===== config.mk =====
export PLATFORM = sky130hd
export DESIGN_NAME = serial_adder_stream
export DESIGN_NICKNAME = d
export VERILOG_FILES = /design/src/rtl/serial_adder_pkg.sv /design/src/rtl/fa_cell.sv /design/src/rtl/serial_adder_stream.sv
export SDC_FILE = /design/constraint.sdc
export NUM_CORES = 1
export LEC_CHECK = 0
export ABC_AREA = 0
export ABC_CLOCK_PERIOD_IN_PS = 1600
export BUFFER_PORTS_ARGS = -buffer_cell sky130_fd_sc_hd__buf_2
export CAP_MARGIN = 30
export CORE_MARGIN = 4
export CORE_UTILIZATION = 54
export CTS_CLUSTER_SIZE = 25
export DETAILED_ROUTE_END_ITERATION = 7
export GPL_ROUTABILITY_DRIVEN = 0
export GPL_TIMING_DRIVEN = 0
export PLACE_DENSITY = 0.76
export SYNTH_ARGS = -nofsm -noshare
export SYNTH_HDL_FRONTEND = slang
export SYNTH_SLANG_ARGS = --single-unit

===== constraint.sdc =====
create_clock -name CLK -period 1.6 [get_ports CLK]
set_clock_uncertainty 0.2 [all_clocks]
set_input_delay 0.4 -clock CLK [delete_from_list [all_inputs] [get_ports CLK]]
set_output_delay 0.4 -clock CLK [all_outputs]
set_load 0.01 [all_outputs]

===== src/rtl/serial_adder_pkg.sv =====
// Shared definitions for the bit-serial adder: FSM encoding and the
// 4-input LUT init words that realise the single full-adder cell.
package serial_adder_pkg;

  typedef enum logic [1:0] {
    IDLE = 2'd0,
    RUN  = 2'd1,
    DONE = 2'd2
  } state_t;

  // LUT index is {I3,I2,I1,I0}; I3 is tied low so both halves match.
  localparam logic [15:0] SUM_LUT_INIT   = 16'h9696;
  localparam logic [15:0] CARRY_LUT_INIT = 16'hE8E8;

endpackage


===== src/rtl/fa_cell.sv =====
// One full-adder bit built from two LUT lookups (sum and carry), the
// cell the serial adder time-multiplexes over the operand width.
module fa_cell
  import serial_adder_pkg::*;
(
  input  logic I0,
  input  logic I1,
  input  logic CIN,
  output logic O,
  output logic COUT
);

  logic [3:0] idx;

  assign idx  = {1'b0, CIN, I1, I0};
  assign O    = SUM_LUT_INIT[idx];
  assign COUT = CARRY_LUT_INIT[idx];

endmodule


===== src/rtl/serial_adder_stream.sv =====
// Bit-serial adder, LSB first, one bit per clock with a registered carry;
// valid/ready handshake on operand and result sides.
module serial_adder_stream
  import serial_adder_pkg::*;
#(
  parameter int WIDTH = 8
) (
  input  logic             CLK,
  input  logic             ASYNCRESETN,
  input  logic             I_VALID,
  output logic             I_READY,
  input  logic [WIDTH-1:0] A,
  input  logic [WIDTH-1:0] B,
  input  logic             CIN,
  output logic             O_VALID,
  input  logic             O_READY,
  output logic [WIDTH-1:0] SUM,
  output logic             COUT
);

  localparam int CNT_W = $clog2(WIDTH) + 1;

  state_t           state, state_nx;
  logic [CNT_W-1:0] count;
  logic [WIDTH-1:0] a_sh, b_sh, s_sh, s_nx;
  logic             c;
  logic             fa_o, fa_co;
  logic             last;

  fa_cell u_fa (
    .I0   (a_sh[0]),
    .I1   (b_sh[0]),
    .CIN  (c),
    .O    (fa_o),
    .COUT (fa_co)
  );

  assign last = (count == CNT_W'(WIDTH - 1));

  // Shift written without a slice so WIDTH=1 stays legal.
  always_comb begin
    s_nx            = s_sh >> 1;
    s_nx[WIDTH-1]   = fa_o;
  end

  always_comb begin
    state_nx = state;
    case (state)
      IDLE:    if (I_VALID) state_nx = RUN;
      RUN:     if (last)    state_nx = DONE;
      DONE:    if (O_READY) state_nx = IDLE;
      default:              state_nx = IDLE;
    endcase
  end

  always_ff @(posedge CLK or negedge ASYNCRESETN) begin
    if (!ASYNCRESETN) begin
      state <= IDLE;
      count <= '0;
      a_sh  <= '0;
      b_sh  <= '0;
      s_sh  <= '0;
      c     <= 1'b0;
    end else begin
      state <= state_nx;
      case (state)
        IDLE: if (I_VALID) begin
          a_sh  <= A;
          b_sh  <= B;
          c     <= CIN;
          count <= '0;
          s_sh  <= '0;
        end
        RUN: begin
          s_sh  <= s_nx;
          a_sh  <= a_sh >> 1;
          b_sh  <= b_sh >> 1;
          c     <= fa_co;
          count <= count + 1'b1;
        end
        default: ;
      endcase
    end
  end

  assign I_READY = (state == IDLE);
  assign O_VALID = (state == DONE);
  assign SUM     = s_sh;
  assign COUT    = c;

endmodule


Word level (Yosys, flattened, before mapping)

Memory sizes are Yosys's and may differ from the RTL's.
Index checks and enable logic that the tools add are counted.

Memory bits (read-only): 16
Input bits: 21
Word-level logic and storage cells: 36
Flip-flop bits (word level): 31
Memories: 2

Memory list:

| memory          | words | bits a word | rd ports | clocked after memory_dff | write ports | RTL line      | RTL |
|---|---|---|---|---|---|---|---|
| (no name shown) | 8     | 1           | 1        | 0                        | 0           | fa_cell.sv:16 | `assign O = SUM_LUT_INIT[idx];` |
| (no name shown) | 8     | 1           | 1        | 0                        | 0           | fa_cell.sv:17 | `assign COUT = CARRY_LUT_INIT[idx];` |

Add/sub/neg operators: 1
Reductions and logical operators: 4
Equal/unequal tests: 6
Mux-type cells: 16
Magnitude comparators: 1

Operator list:

| operator            | count |
|---|---|
| $pmux 8 s2          | 3 |
| $mux 8              | 3 |
| $pmux 4 s2          | 1 |
| $mux 2              | 3 |
| $pmux 2 s3          | 1 |
| $lt 3x5->1 const B  | 1 |
| $add 4x1->4 const B | 1 |
| $eq 4x3->1 const B  | 1 |
| $mux 4              | 1 |
| $ne 2x2->1 const B  | 2 |
| $mux 1              | 3 |
| $reduce_and 3->1    | 1 |
| $eq 2x1->1 const B  | 1 |
| $eq 2x2->1 const B  | 1 |
| $logic_not 2->1     | 1 |
| $ne 2x1->1 const B  | 1 |
| $pmux 1 s2          | 1 |
| $reduce_and 2->1    | 1 |
| $reduce_bool 2->1   | 1 |

Longest topological paths before layout

Gate-level depths: netlist (run 1).

Depth after elaboration: 3
Depth in mapped cells: 5
Gate-level depth less buffers: 5

Hierarchy

Synthesis (run 1) repeated with hierarchy kept, for this count alone.

Cell total of the unflattened synthesis: 147
Area total of the unflattened synthesis: 1508.9 µm²

Modules (own cells, without submodules):

| module              | cells each | sequential area each (µm²) | area each (µm²) | times used |
|---|---|---|---|---|
| serial_adder_stream | 140        | 775.7                      | 1458.9          | 1 |
| fa_cell             | 7          | 0.0                        | 50.0            | 1 |

Least setup slack after synthesis (run 1)

OpenSTA, ideal clock, no wires.

Path kind: reg-to-output
Start point: register state[1]
End point: output I_READY
Required time: 1000 ps
Stages on the path, launching flop included: 3
Buffers on the path: 1
Slack: 214 ps
Data arrival time: 786 ps
Path through: dfrtp_1 -> buf_6 -> nor2_1

Word-level cells in the longest chain between the ends: 1

Ends and longest elaborated chain:

| item                     | RTL line                  | RTL |
|---|---|---|
| start: declaration       | serial_adder_stream.sv:23 | `state_t state, state_nx;` |
| start signal: assignment | serial_adder_stream.sv:65 | `state <= state_nx;` |
| $logic_not 2->1          | serial_adder_stream.sv:86 | `assign I_READY = (state == IDLE);` |
| end: declaration         | serial_adder_stream.sv:11 | `output logic I_READY,` |

No other way between the ends.

Final worst setup path (run 1)

Start point: register state[1]
End point: output O_VALID

Word-level cells in the longest chain between the ends: 1

Ends and longest elaborated chain:

| item             | RTL line                  | RTL |
|---|---|---|
| $eq 2x2->1       | serial_adder_stream.sv:87 | `assign O_VALID = (state == DONE);` |
| end: declaration | serial_adder_stream.sv:15 | `output logic O_VALID,` |

No other way between the ends.

==> results of run 1 <==
-- through the flow --
step | TNS (ns) | hold slack [ns]
after floorplan | 0 | -0.0956
after global placement | 0 | 0.270
after detailed placement | 0 | 0.276
after CTS | -0.235 | 0.117
after global routing | -0.339 | 0.109
final | -0.260 | 0.107
-- flip-flops by register name, summed over array words and instances, names as in the netlist --
name,cells
count,4
a_sh,8
COUT,1
SUM,8
b_sh,8
state,2
-- cells in the final DEF, fill, tap and decap left out, drive strengths merged --
cell type and instances:
a2bb2oi 2, nor3b 1, ha 3, a32o 1, xnor2 1, nand2 6, o21ai 19, a21oi 14
inv 3, dlygate4sd3 1, a32oi 1, nor2b 19, dfrtp 31, clkinv 3, clkbuf 6, a22o 9
mux2i 1, a22oi 14, o311ai 1, a31oi 1, nor2 2, o21bai 1, nand2b 2, buf 48
nand3 3
-- power by group through the flow --
stage	logic [W]	registers (W)	clock network [W]
floorplan	0.000900	0.00133	0
global placement	0.00123	0.00133	0
detailed placement	0.00128	0.00135	0
CTS	0.00136	0.00135	0.000450
global route	0.00158	0.00140	0.000503
finish	0.00142	0.00136	0.000455
-- what timing repair did --
action	in CTS	in global routing
setup buffers	4	3
endpoints found under the hold margin	31	0
pin swaps	0	1
resized for setup	9	4
endpoints found under the setup margin	2	13
hold buffers	1	0
-- worst max-delay path, cell delays in order (launching register included) --
cell                      delay (ns)
sky130_fd_sc_hd__dfrtp_2        0.44
sky130_fd_sc_hd__buf_6          0.12
sky130_fd_sc_hd__nor2b_4        0.12
sky130_fd_sc_hd__buf_6          0.12
-- worst max-delay path by stage --
stage	start	end	slack, ns	cells past startpoint
6_report	state[1]$_DFFE_PN0P_	O_VALID	-0.13	3
3_5_place_dp	I_VALID	COUT$_DFFE_PN0P_	0.02	6
2_1_floorplan	state[1]$_DFFE_PN0P_	I_READY	0.21	2
5_1_grt	state[1]$_DFFE_PN0P_	I_READY	-0.17	3
3_3_place_gp	I_VALID	COUT$_DFFE_PN0P_	0.03	6
4_1_cts	state[1]$_DFFE_PN0P_	O_VALID	-0.13	3
-- final cells by class --
cell class / instances / area [um2]
clock inverter: 3 / 15.0
clock buffer: 5 / 37.5
buffer: 11 / 98.8
inverter: 3 / 11.3
timing repair buffer: 39 / 246
fill: 224 / 835
multi-input combinational: 101 / 719
sequential: 31 / 779
tap: 31 / 38.8
-- routing by layer --
layer | global-route usage | part of all wire | vias to the layer above
met5 | 0 | 0 | -
met2 | 0.398 | 0.52 | 43
met1 | 0.260 | 0.40 | 682
met3 | 0.0620 | 0.055 | 10
met4 | 0.130 | 0.026 | 0
li1 | - | - | 625
-- cells by family (layout without fill, tap and decap cells) --
group	Yosys count	after routing
adders and majority gates	3	3
AOI/OAI and AO/OA	63	63
DFF	31	31
xor gates and xnor gates	1	1
muxes	1	1
and+or+nand+nor	33	33
buffers and inverters	14	61
==> impl_summary.md, run 1 <==
Run status
The flow ran to the end, but the final reports show violations. The final reports fail on setup timing.

Floorplan
The die covers 3850 um2. The height of the die is 62.0 um. The die is 62.0 um wide.

The initial utilization of the core area, before any placement, comes to 0.567. Pin placement for this block handled 32 I/O pins. After floorplanning, the core was sized to cover 2780 um2.

The floorplan has 19 rows.

GRT
The total global routing track utilization is 0.233. The number of global-route vias before repair is 1350. After global routing the overflow that remains totals 0. The number of antenna violations at the first check in global routing was 0. The first-pass GRT wire length is 6.24 mm. Entering global routing, the biggest net connects 32 pins.

Worst setup path
STA puts the critical path data arrival time at 1.13 ns. For flop-to-flop paths, the worst setup slack is 0.09 ns. The endpoint identified for the worst register-to-register timing path is b_sh[6]$_DFFE_PN0P_. The required time at the endpoint of the critical path is 1.00 ns. The critical path class is reg -> out.

In this run the worst path has a maximum fanout of 3. The kind of launch point of the worst setup path is a register. The startpoint of the most critical register-to-register path is state[1]$_DFFE_PN0P_.

The type of element capturing the critical path is an output port. The number of cells on the worst reg-to-reg path is 7.

Power
The leakage power total is 0.913 nW. The analysis attributes to net switching a power of 0.00127 W. The worst IR drop on VDD is 0.00126 V. The combinational share of power is 0.439. The internal power consumption is 0.00196 W. The switching part of the total is 0.393. The share of total power dissipated in the clock network is 0.141.

The power consumption is 0.00324 W. The share of total power dissipated in sequential elements is 0.420. Dividing total power by cell area gives a power density of 1660 nW/um2.

Synth
The area of the mapped netlist is 1580 um2. By area, the combinational part of the netlist is dominated by compound AO/OA/AOI/OAI gates. For this run, the leading register cell type out of synthesis is sky130_fd_sc_hd__dfrtp_1.

The Yosys step of the flow raised 0 warnings. The cell type with the largest total area after synthesis is sky130_fd_sc_hd__dfrtp_1. Of the synthesized area, sequential elements account for 0.492. Yosys mapped a number of flops with a built-in enable equal to 0. The cell count after synthesis is 146.

The fraction of synthesized cell area in xor and xnor cells is 0.00556. The flop and latch count out of synthesis is 31. The synthesized area divided by synthesized cell count is 10.8 um2. Counting every net in the synthesized netlist gives 170. After synthesis, the share of flip-flops with an asynchronous set or reset is 1.00. The portion of synthesized area spent on multiplexers is 0.00635. The post-synthesis adder-cell area fraction is 0.0238.

Yosys attributes the largest share of cell area to sky130_fd_sc_hd__dfrtp_1 49%, sky130_fd_sc_hd__nor2b_1 6.7%, sky130_fd_sc_hd__a22oi_1 6.7%. The simple-gate portion of the synthesized area is 0.123. The most used standard cell by instance count after synthesis is sky130_fd_sc_hd__dfrtp_1.

After synthesis, the netlist uses 28 different library cells. The share of the synthesized area in compound gates (AO/OA/AOI/OAI) is 0.285. Sorting the synthesized cells by how often they occur yields 31 x sky130_fd_sc_hd__dfrtp_1, 19 x sky130_fd_sc_hd__o21ai_1, 17 x sky130_fd_sc_hd__nor2b_1.

The share of synthesized area in the top cell type comes to 0.492.

Route
Summing over every cut layer, the via total after detailed routing is 1360. The final layout contains routed wiring with a total length of 3.99 mm. The DRC marker count from the first detailed-route iteration is 103. Dividing the detail-routed wire length by the instance count gives 17.8 um.

The number of antenna-violating nets in the routed design is 0. The number of design rule violations left after detail routing is 0. The length of the first detailed-routing pass in iterations is 4. The number of vias per cell is 6.07.

STA
Setup repair after global routing could not meet its margin everywhere. At the pin with the least slew margin, the transition time is 0.682 ns. Subtracting the final worst setup slack from the clock period gives 1.73 ns. The post-route fraction of the period consumed by the critical path is 1.08.

The max-slew headroom at the worst pin is 0.546. The final-report max-slew violation count was 0. The number of setup violations in the final report is 2. The highest clock rate is 578 MHz. The worst setup margin is -0.130 ns. The number of hold violations in the final report is 0.

Hold path
The hold path startpoint is B[4]. Along the worst hold path, the cell count comes to 3. The path with the worst hold slack has its endpoint at b_sh[4]$_DFFE_PN0P_. The tightest min-delay check is of the in -> reg type.

Placed design
Once placement completed, the tool counted placed cells totaling 208. The sum of net half-perimeters after detailed placement is 2.47 mm. The number of input and output port buffers inserted is 31.

The post-placement cell area is 1770 um2. The post-placement setup slack is 0.0181 ns.

Clock network
The clock transition time at the flip-flop clock pins of the worst setup and hold paths is 0.10 ns. The clock sink total is 31. The cell sitting at the root of the clock tree is a sky130_fd_sc_hd__clkbuf_4. The total CTS buffers is 5. The clock latency on the worst-skew pair is 0.35 ns.

The depth of the CTS H-tree is 2. No sink is reached through more buffers than the 2 on the longest clock path. The clock tree from TritonCTS is built.

Final layout
The final non-filler cell area is 1950 um2. The area growth from synthesis to layout is 23.5%. The post-layout net count is 216. Leaving out filler cells and counting taps, the final layout contains 224.

Of the cells placed in the final design, the portion with a size suffix greater than 1 is 0.383. The utilization after layout is 0.700. 0 antenna diodes ended up in the layout.

Flow run
Max-cap violations in this run came to 0.
No activity file was read; power rests on OpenSTA's default activity.
==> run 2, diff against run 1 <==
--- a/config.mk
+++ b/config.mk
@@ -5,17 +5,17 @@
 export SDC_FILE = /design/constraint.sdc
 export NUM_CORES = 1
 export LEC_CHECK = 0
-export ABC_AREA = 0
+export ABC_AREA = 1
 export ABC_CLOCK_PERIOD_IN_PS = 1600
 export BUFFER_PORTS_ARGS = -buffer_cell sky130_fd_sc_hd__buf_2
 export CAP_MARGIN = 30
 export CORE_MARGIN = 4
-export CORE_UTILIZATION = 54
+export CORE_UTILIZATION = 53
 export CTS_CLUSTER_SIZE = 25
 export DETAILED_ROUTE_END_ITERATION = 7
 export GPL_ROUTABILITY_DRIVEN = 0
 export GPL_TIMING_DRIVEN = 0
-export PLACE_DENSITY = 0.76
+export PLACE_DENSITY = 0.75
 export SYNTH_ARGS = -nofsm -noshare
 export SYNTH_HDL_FRONTEND = slang
 export SYNTH_SLANG_ARGS = --single-unit
==> impl_summary.md, run 2 <==
Power
The worst IR drop on VDD is 0.00127 V (was 0.00126 V). The power consumption was 0.00339 W (was 0.00324 W). The power per unit of standard cell area is 1870 nW/um2 (was 1660 nW/um2). The leakage power total was 0.945 nW (was 0.913 nW).

Synth
The most used standard cell by instance count after synthesis is sky130_fd_sc_hd__nand3_1 (was sky130_fd_sc_hd__dfrtp_1). The sequential fraction of the synthesis area was 0.517 (was 0.492). The cell count after synthesis is 170 (was 146). The top-area cell type share of the netlist area was 0.517 (was 0.492).

The most used flip-flop cell after synthesis is sky130_fd_sc_hd__dfrtp_1 (unchanged). The area of the mapped netlist is 1500 um2 (was 1580 um2). The number of warnings issued by yosys is 0 (unchanged). The net count of the mapped netlist is 194 (was 170). The cell type with the largest total area after synthesis is sky130_fd_sc_hd__dfrtp_1 (unchanged).

The synthesized area divided by synthesized cell count came to 8.82 um2 (was 10.8 um2). Ranking of synthesized cells by instance count: 54 x sky130_fd_sc_hd__nand3_1, 32 x sky130_fd_sc_hd__nand2_1, 31 x sky130_fd_sc_hd__dfrtp_1 (was 31 x sky130_fd_sc_hd__dfrtp_1, 19 x sky130_fd_sc_hd__o21ai_1, 17 x sky130_fd_sc_hd__nor2b_1). The fraction of registers with async set or reset after synthesis is 1.00 (unchanged). The number of enable-type register cells in the synthesized netlist is 0 (unchanged). Top cells by area, synth: sky130_fd_sc_hd__dfrtp_1 52%, sky130_fd_sc_hd__nand3_1 18%, sky130_fd_sc_hd__nand2_1 8.0% (was sky130_fd_sc_hd__dfrtp_1 49%, sky130_fd_sc_hd__nor2b_1 6.7%, sky130_fd_sc_hd__a22oi_1 6.7%). The flop and latch count out of synthesis was 31 (unchanged). The number of distinct library cells after synthesis is 21 (was 28).

Final layout
The layout filler cell count was 240 (was 224). The relative area change from synthesis to final layout came to 20.6% (was 23.5%). The number of antenna repair diodes was 0 (unchanged).

The post-layout net count is 235 (was 216). The fraction of layout cells with a size suffix above 1 was 0.289 (was 0.383). Most frequent cells in the layout: 54 x sky130_fd_sc_hd__nand3_1, 32 x sky130_fd_sc_hd__nand2_1, 30 x sky130_fd_sc_hd__buf_2 (was 32 x sky130_fd_sc_hd__buf_2, 28 x sky130_fd_sc_hd__dfrtp_1, 19 x sky130_fd_sc_hd__o21ai_1). The most common library cell in the layout ignoring fill and taps was sky130_fd_sc_hd__nand3_1 (was sky130_fd_sc_hd__buf_2).

The final non-filler cell area is 1810 um2 (was 1950 um2). The post-route non-filler standard cell count is 242 (was 224).

Floorplan
The effective utilization at floorplan is 0.549 (was 0.567). The x dimension of the die was 61.2 um (was 62.0 um). The number of ports placed on the die boundary was 32 (unchanged).

The full die area came to 3750 um2 (was 3850 um2). The area of the core region was 2730 um2 (was 2780 um2). The number of standard-cell rows in the floorplan is 19 (unchanged).

The height of the die is 61.2 um (was 62.0 um).

GRT
The number of antenna violations at the first check in global routing was 0 (unchanged). The met3 global-route usage is 0.0440 (was 0.0620). The layer with the highest usage is met2 (unchanged).

The met2 layer usage reported by global route is 0.350 (was 0.398). The met1 layer usage reported by global route came to 0.276 (was 0.260). The total global routing track utilization is 0.214 (was 0.233).

The largest net degree at the start of global routing is 32 (unchanged). The first-pass GRT wire length is 5.88 mm (was 6.24 mm). The number of global-route vias before repair is 1386 (was 1350). The global-route congestion overflow total is 0 (unchanged).

Hold path
The class of the tightest hold or removal check is in -> reg (unchanged). The worst hold path stage count is 3 (unchanged).

STA
The post-route fraction of the period consumed by the critical path is 1.03 (was 1.08). The max-slew headroom at the worst pin came to 0.540 (was 0.546). The actual transition at the worst max-transition pin is 0.690 ns (was 0.682 ns). The worst setup margin is -0.0511 ns (was -0.130 ns). The number of setup violations in the final report was 2 (unchanged). RSZ-0062 raised after global routing: yes (unchanged). The highest clock rate is 606 MHz (was 578 MHz). The final total negative setup slack came to -0.0930 ns (was -0.260 ns). The final-report max-slew violation count is 0 (unchanged).

The number of hold violations in the final report came to 0 (unchanged). The final critical path time including I/O delays and setup is 1.65 ns (was 1.73 ns).

Clock network
The clock latency on the worst-skew pair came to 0.32 ns (was 0.35 ns). The total CTS buffers came to 5 (unchanged). The depth of the CTS H-tree is 2 (unchanged). The clock sink total is 31 (unchanged). The clock tree from TritonCTS is built (unchanged). The cell at the root of the clock tree is sky130_fd_sc_hd__clkbuf_4 (unchanged). The clock transition time at the flip-flop clock pins of the worst setup and hold paths came to 0.09 ns (was 0.10 ns).

The maximum number of buffers from clock root to sink was 2 (unchanged).

Route
The length of the first detailed-routing pass in iterations is 4 (unchanged). The number of design rule violations left after detail routing is 0 (unchanged). The wire length reported by the detailed router was 3.38 mm (was 3.99 mm).

The number of antenna-violating nets in the routed design is 0 (unchanged). The routed wirelength normalized by instance count is 14.0 um (was 17.8 um). The number of vias per cell is 5.35 (was 6.07).

The number of vias after detailed routing is 1294 (was 1360). The DRC marker count from the first detailed-route iteration is 93 (was 103).

Run status
Run status: complete, but fails checks (unchanged). Violations in the final reports: setup timing (unchanged).

Placed design
The number of input and output port buffers inserted came to 30 (was 31). The instance count after placement with tap cells included came to 231 (was 208). The post-placement cell area was 1690 um2 (was 1770 um2).

The sum of net half-perimeters after detailed placement is 2.37 mm (was 2.47 mm). The post-placement setup slack is -0.0573 ns (was 0.0181 ns).

Worst setup path
The critical path class is reg -> out (unchanged). The required time at the endpoint of the critical path is 1.00 ns (about the same). The data arrival time at the worst-slack endpoint is 1.05 ns (was 1.13 ns). The kind of launch point of the worst setup path is a register (unchanged). The number of cells on the worst reg-to-reg path is 6 (was 7). The largest driver fanout on the critical path is 4 (was 3). The type of element capturing the critical path is an output port (unchanged).

Flow run
The max capacitance violation total is 0 (unchanged).
-- run 2: cell types whose count changed after synthesis, moves of 3 or more --
cell and change:
sky130_fd_sc_hd__nand3_1 +51, sky130_fd_sc_hd__o22ai_1 +6, sky130_fd_sc_hd__buf_6 -3, sky130_fd_sc_hd__buf_4 +3, sky130_fd_sc_hd__a21oi_2 -9, sky130_fd_sc_hd__a21oi_1 -4
sky130_fd_sc_hd__a22oi_1 -14, sky130_fd_sc_hd__inv_1 +12, sky130_fd_sc_hd__o21ai_1 -15, sky130_fd_sc_hd__nand2_1 +26, sky130_fd_sc_hd__nor2b_1 -17, sky130_fd_sc_hd__a22o_1 -9
-- run 2: kinds of logic (layout without fill, tap and decap cells) --
logic type,Yosys count,in the layout,share of synthesized area
AOI/OAI and AO/OA,11,11,0.0442
xor gates and xnor gates,2,2,0.0117
adders and majority gates,3,3,0.0250
buffers and inverters,27,68,0.0926
DFF,31,31,0.517
and+or+nand+nor,96,96,0.309
-- run 2: final timing paths --
kind                                           start              endpoint  slack, ns
worst max-delay path            state[0]$_DFFE_PN0P_               I_READY      -0.05
worst min-delay path                            A[7]   a_sh[7]$_DFFE_PN0P_       0.07
worst max register to register  state[1]$_DFFE_PN0P_      COUT$_DFFE_PN0P_       0.22
worst min register to register   a_sh[5]$_DFFE_PN0P_   a_sh[4]$_DFFE_PN0P_       0.30
max in group asynchronous                ASYNCRESETN  state[1]$_DFFE_PN0P_       0.27
min in group asynchronous                ASYNCRESETN    SUM[7]$_DFFE_PN0P_       0.45
-- run 2: worst max-delay path, stage by stage (launching register included) --
cell and delay [ns]:
sky130_fd_sc_hd__dfrtp_2 0.46, sky130_fd_sc_hd__nor2_4 0.16, sky130_fd_sc_hd__buf_6 0.12
-- run 2: area by class of cell --
cell class,count,area (um2),area share
buffer,9,70.1,0.0387
tap,31,38.8,0.0214
clock buffer,6,41.3,0.0228
clock inverter,1,30.0,0.0166
inverter,17,66.3,0.0367
sequential,31,778,0.430
multi-input combinational,112,588,0.325
timing repair buffer,35,196,0.109
-- run 2: stage by stage --
step,hold slack [ns],util
6_report,0.0684,0.662
5_1_grt,0.0739,0.662
4_1_cts,0.0585,0.664
3_5_place_dp,0.279,0.618
3_3_place_gp,0.273,0.618
2_1_floorplan,-0.0956,-
-- run 2: layer usage --
metal	vias to the layer above	wire [um]	share of wire
met4	0	34	0.010
met2	38	1690	0.50
met3	5	201	0.060
met1	604	1450	0.43
met5	-	0	0
li1	647	-	-
-- run 2: power breakdown --
part,total (W),switching (W),internal (W)
Clock,0.000577,0.000255,0.000322
Combinational,0.00148,0.000837,0.000642
Sequential,0.00133,0.000233,0.00110
-- run 2: what timing repair did --
action,in CTS,in global routing
endpoints found under the hold margin,31,0
endpoints found under the setup margin,2,2
gates resized for setup,5,2
hold buffers,1,0
pin swaps,1,1
buffers inserted,4,0
==> run 3, diff against run 2 <==
--- a/config.mk
+++ b/config.mk
@@ -10,12 +10,12 @@
 export BUFFER_PORTS_ARGS = -buffer_cell sky130_fd_sc_hd__buf_2
 export CAP_MARGIN = 30
 export CORE_MARGIN = 4
-export CORE_UTILIZATION = 53
+export CORE_UTILIZATION = 37
 export CTS_CLUSTER_SIZE = 25
 export DETAILED_ROUTE_END_ITERATION = 7
 export GPL_ROUTABILITY_DRIVEN = 0
 export GPL_TIMING_DRIVEN = 0
-export PLACE_DENSITY = 0.75
+export PLACE_DENSITY = 0.55
 export SYNTH_ARGS = -nofsm -noshare
 export SYNTH_HDL_FRONTEND = slang
 export SYNTH_SLANG_ARGS = --single-unit
==> impl_summary.md, run 3 (synthesis results as in run 2) <==
Final layout
The fraction of layout cells with a size suffix above 1 is 0.297 (was 0.289). The utilization after layout was 0.497 (was 0.662). The final non-filler cell area came to 1890 um2 (was 1810 um2).

The post-layout net count is 235 (unchanged). The most common library cell in the layout ignoring fill and taps was sky130_fd_sc_hd__nand3_1 (unchanged). The number of antenna repair diodes is 0 (unchanged).

Most frequent cells in the layout: 54 x sky130_fd_sc_hd__nand3_1, 32 x sky130_fd_sc_hd__nand2_1, 29 x sky130_fd_sc_hd__dfrtp_1, 29 x sky130_fd_sc_hd__buf_2, 15 x sky130_fd_sc_hd__inv_1 (was 54 x sky130_fd_sc_hd__nand3_1, 32 x sky130_fd_sc_hd__nand2_1, 30 x sky130_fd_sc_hd__buf_2). The relative area change from synthesis to final layout is 25.9% (was 20.6%).

GRT
The largest net degree at the start of global routing is 32 (unchanged). The number of antenna violations at the first check in global routing is 0 (unchanged). The total global routing track utilization is 0.157 (was 0.214). The first-pass GRT wire length is 6.31 mm (was 5.88 mm). The global-route congestion overflow total is 0 (unchanged). The number of global-route vias before repair was 1363 (was 1386).

Clock network
The clock sink total came to 31 (unchanged). The total CTS buffers is 5 (unchanged). The cell at the root of the clock tree is sky130_fd_sc_hd__clkbuf_8 (was sky130_fd_sc_hd__clkbuf_4). The depth of the CTS H-tree came to 2 (unchanged). The clock transition time at the flip-flop clock pins of the worst setup and hold paths is 0.07 ns (was 0.09 ns).

The clock tree from TritonCTS is built (unchanged). The maximum number of buffers from clock root to sink is 2 (unchanged). The clock latency on the worst-skew pair is 0.28 ns (was 0.32 ns).

Hold path
The class of the tightest hold or removal check is in -> reg (unchanged).

Worst setup path
The critical path class is reg -> out (unchanged). The largest driver fanout on the critical path is 3 (was 4). The data arrival time at the worst-slack endpoint is 1.00 ns (was 1.05 ns).

The biggest cell delay along the critical path is 0.44 ns (was 0.46 ns). The standard cell with the maximum stage delay on the critical path is sky130_fd_sc_hd__dfrtp_2 (unchanged). The type of element capturing the critical path is an output port (unchanged). Crit-path cells: nor2_4, buf_6 (unchanged). The kind of launch point of the worst setup path is a register (unchanged).

The required time at the endpoint of the critical path is 1.00 ns (about the same).

Floorplan
The number of ports placed on the die boundary is 32 (unchanged). The area of the core region is 3800 um2 (was 2730 um2). The number of standard-cell rows in the floorplan came to 22 (was 19). The full die area is 5140 um2 (was 3750 um2). The height of the die is 71.7 um (was 61.2 um). The x dimension of the die was 71.7 um (was 61.2 um).

The effective utilization at floorplan is 0.395 (was 0.549).

Power
The leakage power total came to 0.969 nW (was 0.945 nW). The power per unit of standard cell area came to 1910 nW/um2 (was 1870 nW/um2). The worst IR drop on VDD is 0.000991 V (was 0.00127 V).

STA
The number of hold violations in the final report is 0 (unchanged). The max-slew headroom at the worst pin is 0.531 (was 0.540). The actual transition at the worst max-transition pin is 0.703 ns (was 0.690 ns). RSZ-0062 raised after global routing: yes (unchanged). The post-route fraction of the period consumed by the critical path came to 1.00 (was 1.03).

The final-report max-slew violation count is 0 (unchanged). The final total negative setup slack is 0 ns (was -0.0930 ns). The number of setup violations in the final report came to 0 (was 2).

The worst setup margin is 0.000198 ns (was -0.0511 ns). The final critical path time including I/O delays and setup was 1.60 ns (was 1.65 ns). The highest clock rate is 625 MHz (was 606 MHz).

Route
The number of antenna-violating nets in the routed design is 0 (unchanged). The routed wirelength normalized by instance count is 13.3 um (was 14.0 um). The number of vias per cell was 4.90 (was 5.35). The wire length reported by the detailed router is 3.47 mm (was 3.38 mm). The number of vias after detailed routing came to 1275 (was 1294).

The number of design rule violations left after detail routing came to 0 (unchanged). The length of the first detailed-routing pass in iterations is 4 (unchanged). The DRC marker count from the first detailed-route iteration is 66 (was 93).

Placed design
The post-placement setup slack is -0.0729 ns (was -0.0573 ns). The post-placement cell area was 1710 um2 (was 1690 um2). The number of input and output port buffers inserted is 30 (unchanged).

The sum of net half-perimeters after detailed placement is 2.46 mm (was 2.37 mm).

Run status
Run status: complete, no violations (was complete, but fails checks).

Flow run
The max capacitance violation total is 0 (unchanged).
[run 3: cell types whose count changed in the layout (fill, tap and decap cells not counted)]
cell                       before  now
sky130_fd_sc_hd__buf_2         30   29
sky130_fd_sc_hd__clkinv_2       0    1
sky130_fd_sc_hd__buf_6          3    4
sky130_fd_sc_hd__nor2_4         1    2
sky130_fd_sc_hd__clkbuf_4       5    0
sky130_fd_sc_hd__clkbuf_8       0    6
sky130_fd_sc_hd__clkbuf_1       1    0
sky130_fd_sc_hd__nor2_2         2    1
[run 3: worst max-delay path, delay by kind of cell, from the launching register on]
kind                   cells  cell delay, ns
buffers and inverters      1            0.12
flip-flops                 1            0.44
AND/OR/NAND/NOR            1            0.16
[run 3: metal layers]
layer,track usage,vias to the layer above,share of wire
met5,0,-,0
met4,0.0501,0,0.012
met3,0.0435,4,0.052
met2,0.250,35,0.46
met1,0.205,589,0.47
li1,-,647,-
[run 3: power by group]
part	internal, W	switching [W]	total [W]
registers	0.00110	0.000232	0.00134
clock network	0.000503	0.000286	0.000789
logic	0.000645	0.000834	0.00148
[run 3: final cells by class]
| cell class | count | area, um2 |
|---|---|---|
| Buffer | 9 | 70.1 |
| Clock buffer | 6 | 82.6 |
| Clock inverter | 2 | 35.0 |
| Fill cell | 372 | 1910 |
| Inverter | 17 | 66.3 |
| Multi-Input combinational cell | 112 | 593 |
| Sequential cell | 31 | 778 |
| Tap cell | 48 | 60.1 |
| Timing Repair Buffer | 35 | 203 |
[run 3: per-stage QoR]
stage	total power [W]	instances	hold WS (ns)
after floorplan	0.00233	170	-0.0956
after global placement	0.00271	248	0.272
after detailed placement	0.00275	248	0.284
after CTS	0.00366	261	0.106
after global routing	0.00391	260	0.116
final	0.00360	260	0.112
[run 3: worst paths after layout]
kind	cells past startpoint	endpoint	slack, ns	start
worst max-delay path	2	I_READY	0.0002	state[0]$_DFFE_PN0P_
worst min-delay path	3	a_sh[7]$_DFFE_PN0P_	0.11	A[7]
worst max register to register	6	COUT$_DFFE_PN0P_	0.22	state[1]$_DFFE_PN0P_
worst min register to register	2	b_sh[6]$_DFFE_PN0P_	0.30	b_sh[7]$_DFFE_PN0P_
max in group asynchronous	2	state[1]$_DFFE_PN0P_	0.19	ASYNCRESETN
min in group asynchronous	2	a_sh[3]$_DFFE_PN0P_	0.52	ASYNCRESETN
[run 3: repair_timing]
action	CTS	global route
setup endpoints to repair	2	2
hold buffers	1	0
pin swaps	1	1
resized for setup	5	4
hold endpoints to repair	31	0
setup buffers	4	0
